**src/rtl/nibble_inc_sequencer.sv**
```systemverilog
// nibble_inc_sequencer: increments a WIDTH-bit register by one over several
// cycles. A single shared 4-bit incrementor handles one nibble per clock,
// starting at the least significant nibble. The carry ripples from one cycle
// to the next. The block has a start/busy/done handshake and a parallel load
// port.
// Optional build macro: NIBBLE_INC_EARLY_EXIT_EN. When it is defined, the walk
// stops after the first nibble that produces no carry.
module nibble_inc_sequencer #(
    parameter int WIDTH = 16
) (
    input  logic             clk,
    input  logic             rst,
    input  logic             start,
    input  logic             load,
    input  logic [WIDTH-1:0] load_val,
    output logic [WIDTH-1:0] value,
    output logic             busy,
    output logic             done,
    output logic             ovf
);

    localparam int N     = WIDTH / 4;
    localparam int IDX_W = (N > 1) ? $clog2(N) : 1;

    typedef enum logic [1:0] {
        IDLE = 2'd0,
        RUN  = 2'd1,
        DONE = 2'd2
    } state_t;

    state_t             state;
    state_t             state_nxt;
    logic [IDX_W-1:0]   idx;
    logic               c;
    logic [IDX_W+1:0]   nib_base;
    logic [3:0]         nib_cur;
    logic [3:0]         nib_inc;
    logic               cout;
    logic               last_nib;

    // Shared 4-bit incrementor: returns {carry_out, sum}.
    function automatic logic [4:0] inc4(input logic [3:0] a);
        return {1'b0, a} + 5'd1;
    endfunction

    assign nib_base          = {idx, 2'b00};
    assign nib_cur           = value[nib_base +: 4];
    assign {cout, nib_inc}   = inc4(nib_cur);
    assign last_nib          = (idx == IDX_W'(N - 1));

    assign busy = (state != IDLE);
    assign done = (state == DONE);

    // State register
    always_ff @(posedge clk) begin
        if (rst) state <= IDLE;
        else     state <= state_nxt;
    end

    // Next-state logic: run the nibble walk, then spend a single DONE cycle
    always_comb begin
        state_nxt = state;
        case (state)
            IDLE: if (start && !load) state_nxt = RUN;
            RUN: begin
                if (last_nib) begin
                    state_nxt = DONE;
                end
`ifdef NIBBLE_INC_EARLY_EXIT_EN
                // Without a carry, none of the upper nibbles change.
                else if (c && !cout) begin
                    state_nxt = DONE;
                end
`else
                else begin
                    state_nxt = RUN;
                end
`endif
            end
            DONE:    state_nxt = IDLE;
            default: state_nxt = IDLE;
        endcase
    end

    // Datapath: load/start capture in IDLE, one nibble per RUN cycle, ovf on exit
    always_ff @(posedge clk) begin
        if (rst) begin
            value <= '0;
            idx   <= '0;
            c     <= 1'b0;
            ovf   <= 1'b0;
        end else begin
            case (state)
                IDLE: begin
                    if (load) begin
                        value <= load_val;
                    end else if (start) begin
                        idx <= '0;
                        c   <= 1'b1;
                    end
                end
                RUN: begin
                    if (c) begin
                        value[nib_base +: 4] <= nib_inc;
                        c                    <= cout;
                    end
                    idx <= idx + 1'b1;
                    // When the walk exits, ovf takes the carry left after the final nibble.
                    if (state_nxt == DONE) begin
                        ovf <= c & cout;
                    end
                end
                default: ;
            endcase
        end
    end

endmodule

```
**config.mk**
```make
export PLATFORM = sky130hd
export DESIGN_NAME = nibble_inc_sequencer
export DESIGN_NICKNAME = d
export VERILOG_FILES = /design/src/rtl/nibble_inc_sequencer.sv
export SDC_FILE = /design/constraint.sdc
export NUM_CORES = 1
export LEC_CHECK = 0
export BUFFER_PORTS_ARGS = -buffer_cell sky130_fd_sc_hd__buf_2
export CORE_ASPECT_RATIO = 1.4
export CORE_MARGIN = 8
export CORE_UTILIZATION = 51
export DETAILED_ROUTE_END_ITERATION = 16
export GPL_ROUTABILITY_DRIVEN = 0
export GPL_TIMING_DRIVEN = 1
export PLACE_DENSITY = 0.8
export SYNTH_ARGS = -nofsm -noshare
export SYNTH_HDL_FRONTEND = slang
export SYNTH_SLANG_ARGS = --single-unit
```
**constraint.sdc**
```tcl
create_clock -name clk -period 5 [get_ports clk]
set_clock_uncertainty 0.2 [all_clocks]
set_input_delay 0.5 -clock clk [delete_from_list [all_inputs] [get_ports clk]]
set_output_delay 0.5 -clock clk [all_outputs]
set_load 0.005 [all_outputs]
```
* After elaboration in Yosys (flattened, before gate mapping)
Cells that the tools add are included.
** Storage, ports and cells
- Flip-flop bits (word level) :: 22
- Input port bits :: 20
- Output and inout port bits :: 19
** Operators by class
- Add/subtract/negate cells :: 3
- Eq/ne operators :: 8
- Shift-type cells :: 3
- Multiplexer cells :: 14
- Bitwise operators :: 1
- Reductions and logical operators :: 8
** Operator list (count)
- 16-bit two-way mux :: 2
- 16-bit case mux with 2 select lines :: 1
- 16-bit bitwise mux :: 1
- 4-bit by 6-bit variable shift with 16-bit output (first input constant) :: 1
- 16-bit by 5-bit indexed part select with 4-bit output :: 1
- 4-bit by 6-bit indexed part select with 16-bit output :: 1
- 2-bit two-way mux :: 4
- 2-bit inequality test (second input constant) :: 4
- 2-bit case mux with 2 select lines :: 2
- 2-bit equality test (second input constant) :: 3
- 4-bit negation with 6-bit output :: 1
- 3-bit AND reduction :: 2
- 4-bit by 1-bit adder with 5-bit output (second input constant) :: 1
- 2-bit nonzero test :: 2
- 1-bit two-way mux :: 3
- 2-bit by 1-bit adder with 2-bit output (second input constant) :: 1
- 2-bit by 1-bit equality test with 1-bit output (second input constant) :: 1
- 2-bit zero test :: 1
- 1-bit case mux with 2 select lines :: 1
- 2-bit AND reduction :: 1
- 1-bit AND :: 1
- 1-bit logical AND :: 1
- 1-bit zero test :: 1

* Logic depth before layout (Yosys ltp)
Gate-level depths: netlist of run 1.
- Word-level depth :: 6
- Depth in mapped cells :: 8

* Worst setup path before layout of run 1
No wires, ideal clock.
- Path type :: register to register
- Start point :: register idx[0]
- End point :: register value[14]
- Library setup time :: 0.128 ns
- Arrival :: 1.839 ns
- Required time :: 4.672 ns
- Setup slack :: 2.833 ns
- Cell stages (with the launch flop) :: 8
- Path buffers :: 1
- Period minus slack after synthesis :: 2.167 ns
- Cell sequence :: dfxtp_1 -> buf_6 -> mux4_1 -> ha_1 -> xnor2_1 -> o211ai_1 -> o21ai_0 -> nor2_1
** On the way
- Longest elaborated chain between the ends :: 6
- Elaborated cells on any way between the ends :: 8
** RTL lines
- start, declared :: RTL line 33 : logic [IDX_W-1:0] idx;
- start signal, assigned :: RTL line 107 : idx <= idx + 1'b1;
- 16-bit by 5-bit indexed part select with 4-bit output :: RTL line 47 : assign nib_cur = value[nib_base +: 4];
- 4-bit by 1-bit adder with 5-bit output :: RTL line 43 : return {1'b0, a} + 5'd1;
- 4-bit by 6-bit indexed part select with 16-bit output :: RTL line 104 : value[nib_base +: 4] <= nib_inc;
- 16-bit bitwise mux (*) :: RTL line 104
- 16-bit two-way mux (*) :: RTL line 103 : if (c) begin
- 16-bit case mux with 2 select lines (*) :: RTL line 93 : case (state)
- end signal, assigned :: RTL line 96 : value <= load_val;
- end signal, assigned by index :: RTL line 104
- end, declared :: RTL line 16 : output logic [WIDTH-1:0] value,
Mark *: on every way between the ends. The rest lies on a longest branch, timed or not. The select of a mux whose other input is x is not followed.
A chain may end at the register's enable or synchronous reset.

* Worst setup path in the final report of run 1
- Start point :: register idx[0]
- End point :: register value[6]
Same word-level chain as after synthesis.

==> flow_summary_export.csv, run 1 <==
group,metric,value,unit
finish,fin_area,0.00147,mm²
route,drc,0,
setup_path,critPathMaxFanout,12,
clock_tree,post_cts_buffers,0,
logic_synthesis,synth_warnings,0,
finish,final_cell_mix,"38 x buf_2, 26 x nor2_1, 22 x dfxtp_1",
grt,grt_usage,16.8,%
clock_tree,clk_pin_slew,140,ps
floorplan,initial_utilization,52.6,%
sta,finalCritPeriodShare,50.9,%
setup_path,reg2regPathDepth,6,
sta,finalSetupViolations,0,
logic_synthesis,synth_cells,144,
finish,drive_above_1_share,26.8,%
setup_path,critPathLaunchType,"register",
sta,finalHoldViolCount,0,
clock_tree,clock-sinks,22,
min_path,hold_depth,3,
route,viasPerCell,6.33,
logic_synthesis,ys_seq_elements,22,
placement,place.port_buffers,38,
grt,grt_max_degree,23,
route,drt-initial-drc-count,56,
floorplan,die-area,0.00426,mm²
finish,final_common_cell,"buf_2",
logic_synthesis,yosysTopAreaCell,"dfxtp_1",
power,p_per_area,302,mW/mm²
finish,nNetsFinal,205,
floorplan,ios,39,
finish,area_growth,19.1,%
logic_synthesis,syn_area,0.00123,mm²
sta,relSlewSlack,53.1,%
grt,grt_pass1_vias,1220,
finish,seq_area,440,µm²
logic_synthesis,synth.top_cells.by_area,"dfxtp_1 36%, a211oi_1 7.9%, nor2_1 7.9%",
sta,fmax,393,MHz
finish,multi_input_area,731,µm²
logic_synthesis,yosysUniqueCellTypes,32,
setup_path,path_class,"register to register",
sta,setup_tns,0,ps
clock_tree,cts_hold_buf,0,
clock_tree,cts_buffers,3,
floorplan,coreArea,0.00234,mm²
setup_path,cp.required,5020,ps
finish,n_fill_cell,224,
clock_tree,cts_max_path_buffers,2,
sta,rsz0062_at_grt,"no",
grt,grt_first_pass_wirelength,5730,µm
clock_tree,htreeDepth,1,
clock_tree,clock-root-buffer,"clkbuf_4",
finish,insertedDiodeCount,0,
logic_synthesis,synth_seq_area_share,35.8,%
logic_synthesis,avgSynthCellArea,8.54,µm²
route,dr.pass1.iters,4,
placement,hpwl,2590,µm
logic_synthesis,synth-edff-count,0,
logic_synthesis,ys_dominant_reg_cell,"dfxtp_1",
finish,post-route-util,62.7,%
placement,postPlaceCellArea,0.00141,mm²
setup_path,worstSetupEndpointType,"register",
route,avgRoutedWirePerCell,17.4,µm
route,routed_wl,3510,µm
setup_path,cp.arrival,2570,ps
logic_synthesis,synth_top_area_share,35.8,%
outcome,outcome,"complete, no violations",
grt,overflow,0,
clock_tree,cts_tree,"built",
job,cap_violations,0,
sta,worst_slew_pin_slew,704,ps
route,via_count,1278,
power,p_leak,0.639,nW
logic_synthesis,async_flop_share,0,%
clock_tree,clk_latency,320,ps
route,final_antenna_net_count,0,
floorplan,die_x,57.5,µm
sta,slew_viol_final,0,
logic_synthesis,synth_nets,169,
floorplan,die_h,74.1,µm
power,ir_drop,0.222,mV
floorplan,fp-row-count,21,
grt,antenna_found_initial,0,
sta,min_period,2540,ps
min_path,min_path_type,"input port to register",
clock_tree,ctsResizeCount,0,
-- kinds of logic (layout without fill, tap and decap cells) --
kind of cell / after synthesis / after routing / share of synthesized area [%]
buffers and inverters: 13 / 48 / 4.78
AOI/OAI and AO/OA: 42 / 42 / 22.7
and+or+nand+nor: 56 / 56 / 22.0
xor gates and xnor gates: 2 / 2 / 2.04
adders and majority gates: 5 / 5 / 5.09
muxes: 4 / 4 / 7.63
DFF: 22 / 22 / 35.8
-- Yosys cell counts, drive strengths merged, types with 2 or more instances --
library cell  instances
nand4                 2
a22oi                 8
dfxtp                22
nor3                  3
o211ai                5
nand2b                3
buf                   4
ha                    5
clkbuf                3
xnor2                 2
nand3                 6
nor2                 26
a211oi               13
inv                   6
mux4                  4
nor2b                 3
nand2                 6
a21oi                 9
o21ai                 6
-- critical path: stages, from the launching register on --
cell,delay (ps)
dfxtp_1,650
mux4_1,660
ha_1,260
xnor2_1,330
o211ai_1,140
o21ai_0,140
nor2_1,60
-- stage by stage --
| step | hold WS (ps) | power, mW | setup WS [ps] | cells |
|---|---|---|---|---|
| after floorplan | 279 | 0.269 | 2830 | 144 |
| after global placement | 267 | 0.300 | 2560 | 198 |
| after detailed placement | 293 | 0.303 | 2510 | 198 |
| after CTS | 305 | 0.441 | 2500 | 202 |
| after global routing | 307 | 0.462 | 2280 | 202 |
| final | 303 | 0.443 | 2460 | 202 |
-- area by class of cell --
type / instances / share of cell area, %
clock inverter: 1 / 2.05
clock buffer: 3 / 1.54
inverter: 6 / 1.54
tap: 23 / 1.96
sequential: 22 / 30.1
multi-input combinational: 109 / 49.9
timing repair buffer: 38 / 13.0
-- state kept, by name (all words and copies together) (netlist names) --
signal and flops:
c 1, idx 2, ovf 1, state 2, value 16
-- metal layers --
metal | global-route usage [%] | up-vias | wire, µm
met3 | 3.63 | 14 | 230
met1 | 18.2 | 606 | 1360
met5 | 0 | - | 0
met4 | 8.38 | 0 | 99
li1 | - | 597 | -
met2 | 30.2 | 61 | 1820
-- power by group --
| group | total, mW | internal, mW | switching, mW |
|---|---|---|---|
| combinational | 0.0962 | 0.0435 | 0.0527 |
| sequential | 0.205 | 0.189 | 0.0155 |
| clock | 0.142 | 0.0811 | 0.0606 |
-- worst paths after layout --
check | start | endpoint | slack, ps
max | idx[0] | value[6] | 2460
min | load_val[12] | value[12] | 300
max reg2reg | idx[0] | value[6] | 2460
min reg2reg | ovf | ovf | 310
Power figures use the tool's default switching activity.
==> run 2: changes to the inputs <==
Settings changed: CORE_UTILIZATION 51 to 50, PLACE_DENSITY 0.8 to 0.79.
Clock period 5 ns to 2.5 ns, I/O delays scaled along.
==> run 2 against run 1 <==
Against the previous run: fmax increased by 11%; clock power increased by 98%; utilization increased by 1.8 points; wire length decreased by 1.6%; count of clock-buffer cells in the layout stayed put; setup slack worse by 2200 ps; sequential power rose by 98%; first-iteration DRC count fell by 34%; total power rose by 100%; non-clock buffer count up 8; design area rose by 4.1%; final cell count rose by 4.0%.
==> flow_summary_export.csv, run 2 (same netlist as run 1, synthesis figures left out) <==
group,metric,value,unit
outcome,outcome,"complete, no violations",
route,drc,0,
grt,antenna_found_initial,0,
clock_tree,ctsResizeCount,0,
setup_path,cp.required,2510,ps
route,routed_wl,3450,µm
sta,finalHoldViolCount,0,
sta,finalCritPeriodShare,91.3,%
power,power,0.895,mW
route,viasPerCell,5.73,
route,via_count,1204,
finish,final_cell_mix,"38 x buf_2, 26 x nor2_1, 22 x dfxtp_1",
clock_tree,clock-sinks,22,
setup_path,worstSetupEndpointType,"register",
sta,relSlewSlack,72.1,%
power,p_leak,0.679,nW
job,cap_violations,0,
power,power_frac_seq,45.3,%
setup_path,critPathMaxFanout,5,
floorplan,ios,39,
floorplan,die_h,74.7,µm
route,avgRoutedWirePerCell,16.4,µm
route,final_antenna_net_count,0,
power,p_per_area,587,mW/mm²
setup_path,path_class,"register to register",
finish,final_common_cell,"buf_2",
power,ir_drop,0.366,mV
grt,overflow,0,
sta,slew_viol_final,0,
setup_path,path_buf_inv,0,
clock_tree,cts_hold_buf,0,
finish,post-route-util,64.5,%
sta,finalSetupViolations,0,
power,pwr-share-clk,31.4,%
grt,grt_pass1_vias,1158,
power,p_int,0.639,mW
sta,fmax,438,MHz
clock_tree,post_cts_buffers,0,
finish,largest_registers,"value (16), idx (2), state (2)",
setup_path,cp_top_family,"multiplexers",
finish,area_growth,24.0,%
finish,n_fill_cell,184,
sta,rsz0062_at_grt,"no",
finish,fin_area,0.00153,mm²
clock_tree,clk_pin_slew,130,ps
sta,worst_slew_pin_slew,419,ps
clock_tree,cts_max_path_buffers,2,
power,swShare,28.6,%
floorplan,initial_utilization,52.0,%
setup_path,slowest_delay,640,ps
floorplan,fp-row-count,21,
placement,postPlaceCellArea,0.00147,mm²
finish,largest_reg_flops,16,
grt,grt_first_pass_wirelength,5510,µm
floorplan,die_x,57.9,µm
clock_tree,cts_tree,"built",
finish,nNetsFinal,213,
finish,insertedDiodeCount,0,
clock_tree,clock-root-buffer,"clkbuf_4",
grt,grt_usage,16.3,%
min_path,min_path_type,"input port to register",
sta,fin_hold_ws,49.2,ps
setup_path,cp_cell_sequence,"mux4_1 -> ha_1 -> xnor2_1 -> o211ai_1 -> o21ai_0 -> nor2_1",
route,dr.pass1.iters,4,
clock_tree,clk_latency,320,ps
floorplan,die-area,0.00433,mm²
sta,setup_tns,0,ps
finish,drive_above_1_share,29.9,%
setup_path,cp_slowest_cell,"mux4_1",
power,power.switching,0.256,mW
placement,place.port_buffers,38,
grt,grt_max_degree,23,
route,drt-initial-drc-count,37,
finish,top_register,"value",
sta,min_period,2280,ps
clock_tree,htreeDepth,1,
floorplan,coreArea,0.00236,mm²
setup_path,cp.arrival,2290,ps
setup_path,critPathLaunchType,"register",
placement,hpwl,2640,µm
clock_tree,cts_buffers,3,
power,comb_power_share,23.3,%
-- run 2: power by group through the flow --
stage / clock network (mW) / logic [mW] / registers, mW
detailed placement: 0 / 0.207 / 0.413
global placement: 0 / 0.201 / 0.412
finish: 0.281 / 0.209 / 0.405
floorplan: 0 / 0.131 / 0.407
CTS: 0.282 / 0.209 / 0.405
global route: 0.303 / 0.230 / 0.409
-- run 2: per-layer routing --
metal	share of wire, %	GRT usage [%]	up-vias
li1	-	-	615
met1	42	18.6	537
met2	50	27.4	43
met3	5.6	3.76	9
met4	2.7	9.02	0
met5	0	0	-
-- run 2: metrics by stage --
stage / std cells / setup slack, ps
2_1_floorplan: 144 / 333
3_3_place_gp: 206 / 297
3_5_place_dp: 206 / 243
4_1_cts: 210 / 217
5_1_grt: 210 / 56.1
6_report: 210 / 218
-- run 2: worst paths after layout --
| check | endpoint | slack (ps) | depth (start not counted) | from |
|---|---|---|---|---|
| worst max-delay path | value[14] | 220 | 6 | idx[0] |
| worst min-delay path | value[0] | 50 | 3 | load_val[0] |
| worst max register to register | value[14] | 220 | 6 | idx[0] |
| worst min register to register | ovf | 310 | 2 | ovf |
-- run 2: area by class of cell --
type | instances | area, µm² | share of cell area (%)
Timing Repair Buffer | 46 | 250 | 16.4
Inverter | 6 | 22.5 | 1.48
Tap cell | 23 | 28.8 | 1.89
Clock inverter | 1 | 30.0 | 1.97
Clock buffer | 3 | 22.5 | 1.48
Sequential cell | 22 | 440 | 28.9
Multi-Input combinational cell | 109 | 731 | 47.9
-- run 2: worst reg2reg max path, stage by stage (launching register included) --
cell and delay [ps]:
dfxtp_1 470, mux4_1 640, ha_1 260, xnor2_1 320
o211ai_1 140, o21ai_0 90, nor2_1 60
==> run 3: changes to the inputs <==
Settings changed: CORE_ASPECT_RATIO 1.4 to not set.
==> run 3 against run 2 <==
Against the previous run: final cell count rose by 3.3%; fmax barely moved; critical path type unchanged; total power fell by 0.99%; setup slack improved by 0.89 ps; largest power group unchanged; clock power fell by 2%; first-iteration DRC count rose to 3.3 times the previous value; global-route usage barely moved; count of clock-buffer cells in the layout did not move; register-to-register slack barely moved; non-clock buffer count did not move; design area rose by 0.57%.
==> flow_summary_export.csv, run 3 (same netlist as run 1, synthesis figures left out) <==
group,metric,value,unit
outcome,outcome,"complete, no violations",
finish,area_growth,24.7,%
finish,n_fill_cell,226,
power,p_leak,0.679,nW
job,cap_violations,0,
setup_path,worstSetupEndpointType,"register",
floorplan,die_h,65.6,µm
finish,final_cell_mix,"38 x buf_2, 26 x nor2_1, 22 x dfxtp_1",
placement,hpwl,2670,µm
grt,grt_usage,16.2,%
power,ir_drop,0.411,mV
floorplan,coreArea,0.00241,mm²
route,avgRoutedWirePerCell,15.8,µm
finish,drive_above_1_share,29.9,%
setup_path,cp.required,2500,ps
power,power,0.886,mW
clock_tree,post_cts_buffers,0,
sta,rsz0062_at_grt,"no",
sta,setup_ws,218,ps
route,drc,0,
sta,min_period,2280,ps
grt,grt_first_pass_wirelength,5670,µm
placement,post-place-ws,259,ps
setup_path,critPathLaunchType,"register",
clock_tree,ctsResizeCount,0,
floorplan,initial_utilization,51.0,%
finish,final_common_cell,"buf_2",
min_path,holdCritStartpoint,"load_val[8]",
sta,fmax,438,MHz
finish,nNetsFinal,213,
sta,slew_viol_final,0,
sta,setup_tns,0,ps
finish,largest_reg_flops,16,
grt,grt_max_degree,23,
sta,relSlewSlack,65.5,%
floorplan,die_x,65.6,µm
sta,finalSetupViolations,0,
clock_tree,htreeDepth,1,
power,p_per_area,578,mW/mm²
route,viasPerCell,5.81,
setup_path,cp-startpoint,"idx[0]",
setup_path,path_class,"register to register",
sta,fin_hold_ws,52.5,ps
finish,largest_registers,"value (16), idx (2), state (2)",
finish,seq_area,440,µm²
route,dr.pass1.iters,4,
grt,overflow,0,
clock_tree,clk_pin_slew,130,ps
route,via_count,1260,
route,routed_wl,3420,µm
floorplan,ios,39,
clock_tree,cts_hold_buf,0,
clock_tree,cts_tree,"built",
finish,multi_input_area,731,µm²
min_path,min_path_type,"input port to register",
setup_path,cp.arrival,2280,ps
clock_tree,cts_max_path_buffers,2,
clock_tree,clk_latency,310,ps
grt,grt_pass1_vias,1285,
finish,top_register,"value",
route,final_antenna_net_count,0,
grt,antenna_found_initial,0,
floorplan,fp-row-count,18,
floorplan,die-area,0.00430,mm²
sta,finalCritPeriodShare,91.3,%
clock_tree,clock-root-buffer,"clkbuf_4",
placement,place.port_buffers,38,
sta,finalHoldViolCount,0,
finish,insertedDiodeCount,0,
finish,post-route-util,63.7,%
clock_tree,clock-sinks,22,
sta,worst_slew_pin_slew,518,ps
route,drt-initial-drc-count,123,
setup_path,r2r_start,"idx[0]",
setup_path,critPathMaxFanout,5,
clock_tree,cts_buffers,3,
==> run 3: cell counts in the layout (fill, tap and decap cells not counted) <==
No cell type changed its count.
==> run 3: final cells by class <==
cell class | count | share of cell area (%)
clock buffer | 3 | 1.47
clock inverter | 1 | 1.96
inverter | 6 | 1.47
multi-input combinational | 109 | 47.6
sequential | 22 | 28.7
tap | 30 | 2.45
timing repair buffer | 46 | 16.3
==> run 3: critical path, stage by stage, from the launching register on <==
cell      delay [ps]
dfxtp_1          460
mux4_1           630
ha_1             260
xnor2_1          320
o211ai_1         130
o21ai_0          120
nor2_1            50
==> run 3: worst paths after layout <==
check	endpoint	slack, ps	cells past startpoint
max	value[10]	220	6
min	value[8]	50	3
max reg2reg	value[10]	220	6
min reg2reg	ovf	300	2
==> run 3: stage by stage <==
stage / instance area (µm²) / std cells
after floorplan: 1230 / 144
after global placement: 1480 / 213
final: 1530 / 217
after CTS: 1530 / 217
after global routing: 1530 / 217
after detailed placement: 1480 / 213
==> run 3: report_power, final <==
group	total, mW	switching, mW	internal (mW)
sequential	0.405	0.0264	0.379
clock	0.274	0.112	0.162
combinational	0.207	0.109	0.0979
total	0.886	0.248	0.639
==> run 3: metal layers <==
metal	share of wire, %	routed length, µm	vias up	global-route usage [%]
met1	44	1510	588	20.8
met5	0	0	-	0
met4	0.91	31	0	4.63
li1	-	-	612	-
met3	8.4	286	5	3.40
met2	47	1590	55	26.7
